### src/rtl/memory_responder.sv
// Unified instruction/data word memory with a fetch port, a byte-lane data port
// and a valid/ready word-load port; a clear sequence initialises storage after reset.
module memory_responder #(
  parameter int          DEPTH_WORDS = 64,
  parameter logic [31:0] INIT_WORD   = 32'h0000_0000
) (
  input  logic        clk,
  input  logic        reset,
  input  logic [7:0]  program_counter,
  output logic [31:0] instruction_code,
  input  logic [7:0]  access_address,
  input  logic [3:0]  byte_enable,
  input  logic        write_enable,
  input  logic [7:0]  data_write,
  output logic [31:0] data_read,
  input  logic        load_valid,
  output logic        load_ready,
  input  logic [5:0]  load_addr,
  input  logic [31:0] load_data,
  output logic        mem_ready,
  output logic        addr_err
);

  typedef enum logic {CLEAR, RUN} state_t;

  localparam logic [5:0] LAST_IDX = 6'(DEPTH_WORDS - 1);

  state_t      state, state_next;
  logic [5:0]  clear_cnt;
  // Full 6-bit address space is declared; words at or above DEPTH_WORDS are never
  // written or read, so only DEPTH_WORDS entries survive synthesis.
  logic [31:0] mem [0:63];

  logic [5:0] fetch_idx, data_idx;
  logic       fetch_ok, data_ok, load_ok, load_fire;

  assign fetch_idx = program_counter[7:2];
  assign data_idx  = access_address[7:2];
  assign fetch_ok  = ({26'd0, fetch_idx} < DEPTH_WORDS);
  assign data_ok   = ({26'd0, data_idx} < DEPTH_WORDS);
  assign load_ok   = ({26'd0, load_addr} < DEPTH_WORDS);
  assign load_fire = load_valid & load_ready;

  always_comb begin
    state_next = state;
    mem_ready  = 1'b0;
    load_ready = 1'b0;
    case (state)
      CLEAR: begin
        if (clear_cnt == LAST_IDX) state_next = RUN;
      end
      RUN: begin
        mem_ready  = 1'b1;
        // A data write in the same cycle always wins over the loader.
        load_ready = !(write_enable && (|byte_enable));
      end
      default: state_next = CLEAR;
    endcase
  end

  assign instruction_code = (mem_ready && fetch_ok) ? mem[fetch_idx] : 32'd0;
  assign data_read        = (mem_ready && data_ok)  ? mem[data_idx]  : 32'd0;

  always_ff @(posedge clk) begin
    if (reset) begin
      state     <= CLEAR;
      clear_cnt <= 6'd0;
      addr_err  <= 1'b0;
    end else begin
      state <= state_next;
      if (state == CLEAR && state_next == CLEAR) clear_cnt <= clear_cnt + 6'd1;
      else                                       clear_cnt <= 6'd0;
      if (mem_ready && (!fetch_ok || !data_ok || (write_enable && !data_ok) ||
                        (load_fire && !load_ok)))
        addr_err <= 1'b1;
    end
  end

  // Storage has no reset; only the clear sequence and the two write ports touch it.
  always_ff @(posedge clk) begin
    if (!reset) begin
      if (state == CLEAR) begin
        mem[clear_cnt] <= INIT_WORD;
      end else begin
        if (write_enable && data_ok) begin
          for (int n = 0; n < 4; n++) begin
            if (byte_enable[n]) mem[data_idx][8*n +: 8] <= data_write;
          end
        end
        if (load_fire && load_ok) mem[load_addr] <= load_data;
      end
    end
  end

endmodule

### config.mk
export PLATFORM = sky130hd
export DESIGN_NAME = memory_responder
export DESIGN_NICKNAME = d
export VERILOG_FILES = /design/src/rtl/memory_responder.sv
export SDC_FILE = /design/constraint.sdc
export NUM_CORES = 2
export LEC_CHECK = 0
export CORE_MARGIN = 10
export CORE_UTILIZATION = 45
export CTS_BUF_LIST = sky130_fd_sc_hd__clkbuf_16
export CTS_CLUSTER_DIAMETER = 30
export CTS_CLUSTER_SIZE = 20
export DETAILED_ROUTE_END_ITERATION = 10
export SLEW_MARGIN = 15
export SYNTH_ARGS = -nofsm -noshare
export SYNTH_HDL_FRONTEND = slang
export SYNTH_SLANG_ARGS = --single-unit
### constraint.sdc
create_clock -name clk -period 4.41 [get_ports clk]
set_input_delay 0.441 -clock clk [delete_from_list [all_inputs] [get_ports clk]]
set_output_delay 0.441 -clock clk [all_outputs]
set_load 0.02 [all_outputs]
==> results.yml <==
clock_tree:
  cts_made_buffers: 437
  clock_path_buffers: 4
  cts_tree: "yes"
  clkTransAtPathRegs_ps: 50
  cts_root_buffer: "clkbuf_16"
  hold_buffers: 0
  cts_htree_levels: 5
  cts_sinks: 2055
  postCtsSetupBuffers: 0
  cts.repair.resized: 7
  worstSkewPairLatency_ps: 980
timing:
  slew_headroom_pct: 15.4
  rsz0062_at_grt: "false"
  worst_slew_pin_slew_ps: 1260
  layout_setup_ws_ps: -26.7
  drv_slew: 0
  setup_viol: 1
  skew_ps: 44.0
  max_freq_mhz: 225
  fin_crit_sh_pct: 101
  min_period_ps: 4440
  hold_viol: 0
power:
  p_leak_nw: 44.1
  ir_drop_uv: 360
  power_density_nw_per_um2: 469
cells_and_area:
  final_core_util_pct: 56.6
  synthToLayoutAreaGrowth_pct: 24.7
  fin_nets: 5929
  drive_above_1_share_pct: 42.4
  num-fill-cells: 16000
floorplanning:
  die_y_um: 486
  start_util_pct: 45.3
  die_x_um: 486
  dieArea_sq_um: 236000
  ioPinCount: 137
  core_area_sq_um: 215000
  num_rows: 170
drt:
  drt-total-wl_um: 347000
  drt_iter0_markers: 8439
  vias_per_cell: 6.72
  wl_per_cell_um: 38.3
  vias: 60900
  drt-pass1-iter-count: 6
  post-route-drc-count: 0
  final_antenna_net_count: 0
synth:
  synth_cells: 4992
  synthArstFlopShare_pct: 0
  netlist.area_leader.share_pct: 63.1
  synth_mux_area_share_pct: 27.2
  synth_most_common_cell: "edfxtp_1"
  synth_top_cell_by_area: "edfxtp_1"
  synth_top_family_by_area: "multiplexers"
  netlist_area_sq_um: 97500
  synth-edff-count: 2048
  synth_xor_area_share_pct: 0.0359
  syn-num-nets: 5063
  synth_area_leaders: "edfxtp_1 (63%), mux4_2 (25%), mux2i_1 (2.1%)"
  synth_fa_ha_area_share_pct: 0.0128
  synth_common_cells: "edfxtp_1 (2048), mux4_2 (1070), nor3_1 (287), mux2i_1 (207), nand2_1 (185)"
  avgSynthCellArea_sq_um: 19.5
  synth-compound-area-share_pct: 3.82
  synth.distinct_cells: 73
  yosysWarnings: 0
  ys_seq_area_share_pct: 63.2
  synth_ff_type: "edfxtp_1"
  yosys.area_share.simple_pct: 3.27
  synth-seq-cells: 2055
hold_path:
  min_path_type: "primary input to flop"
grt:
  grtUsageTotal_pct: 28.9
  grt_pass1_wl_um: 483000
  grt_overflow: 0
  grt_max_degree: 65
  antenna_found_initial: 22
  grt_pass1_vias: 61400
placement:
  pre_cts_ws_ps: 134
  io_buffers: 131
  place.gp.congestion: 0.903
  dp_hpwl_um: 235000
setup_path:
  cp_num_buf_inv: 2
  worstPathMaxFanout: 13
  slowest_stage: "clkdlybuf4s50_1"
  criticalPathCategory: "flop to output port"
  max_stage_delay_ps: 670
  start_kind: "flop"
  worstSetupEndpointType: "output port"
  arrival_ps: 4000
  critPathTopFamily: "buffers and inverters"
  crit_chain: "buf_4 -> and2_1 -> nand2_1 -> a21oi_1 -> a21oi_1 -> o221ai_1 -> clkdlybuf4s50_1"
  required_ps: 3970
  cp_common_cell: "a21oi_1"
outcome:
  status: "complete, but fails checks"
  violations: "negative setup slack"
flow_run:
  maxCapViolations: 0
[routing by layer]
metal	vias up	routed length, um	track usage, %
met5	-	23	0
met3	827	40100	7.93
li1	23700	-	-
met4	4	20400	14.8
met1	32200	127000	38.1
met2	4218	160000	44.2
[path summary, 6_finish.rpt]
kind	from	slack (ps)	end	cells after the start
setup / recovery	state	-30	instruction_code[16]	7
hold / removal	reset	420	state	2
setup reg to reg	state	1050	mem[7][0]	7
hold reg to reg	clear_cnt[0]	540	clear_cnt[0]	1
[layout by cell type (no fill, tap or decap), types with 33 or more instances in the layout]
cell | Yosys | routed
clkdlybuf4s50_1 | 0 | 86
clkinvlp_4 | 0 | 44
o21ai_0 | 54 | 53
nand2_1 | 185 | 182
nand3_1 | 64 | 64
bufinv_16 | 0 | 65
mux2i_1 | 207 | 207
a21oi_1 | 78 | 78
mux4_2 | 1070 | 1070
mux2_2 | 34 | 34
buf_4 | 101 | 649
a22oi_1 | 107 | 106
clkinv_4 | 0 | 33
buf_12 | 0 | 101
clkinv_2 | 0 | 80
clkinv_1 | 2 | 61
clkbuf_16 | 0 | 442
inv_1 | 8 | 52
edfxtp_1 | 2048 | 2048
nor3_1 | 287 | 287
nor2_1 | 60 | 53
[metrics by stage]
| step | area, sq um | hold WS [ps] | total power (W) | std cells | setup TNS, ps |
|---|---|---|---|---|---|
| after floorplan | 97500 | 469 | 0.0234 | 4992 | 0 |
| after global placement | 107000 | 509 | 0.0247 | 8257 | 0 |
| after detailed placement | 107000 | 523 | 0.0247 | 8257 | 0 |
| after CTS | 122000 | 323 | 0.0572 | 9051 | 0 |
| after global routing | 122000 | 385 | 0.0583 | 9053 | 0 |
| final | 122000 | 421 | 0.0570 | 9057 | -26.7 |
[registers in the layout, indices dropped and copies added (netlist names)]
name,flops
state,1
mem,2048
clear_cnt,6
[area by class of cell]
type | count | area, sq um | share of cell area [%]
Timing Repair Buffer | 847 | 7880 | 6.48
Sequential cell | 2055 | 61600 | 50.7
Antenna cell | 6 | 15.0 | 0.0123
Multi-Input combinational cell | 2503 | 33700 | 27.7
Clock inverter | 352 | 3680 | 3.02
Clock buffer | 442 | 11100 | 9.09
Inverter | 14 | 66.3 | 0.0545
Tap cell | 2838 | 3550 | 2.92
[report_power, final]
| part | total, W | switching, W | internal (W) |
|---|---|---|---|
| Clock | 0.0326 | 0.0107 | 0.0219 |
| Combinational | 0.00311 | 0.00187 | 0.00124 |
| Sequential | 0.0213 | 0.0000263 | 0.0213 |
[worst reg2reg max path: stages, from the launching register on]
cell and delay, ps:
dfxtp_4 520, nor2b_1 240, buf_4 200, nand3_1 200, nor3_1 340, a21oi_4 200, nor3_1 1050, buf_4 310
[logic make-up (layout without fill, tap and decap cells)]
kind of cell             after synthesis  in the layout
other                                  1              7
buffers and inverters                434           1655
adder cells (fa/ha/maj)                1              1
AND/OR/NAND/NOR                      678            678
XOR/XNOR                               4              4
AO/OA/AOI/OAI                        508            508
multiplexers                        1311           1311
flip-flops                          2055           2055
No activity file was read; power rests on OpenSTA's default activity.
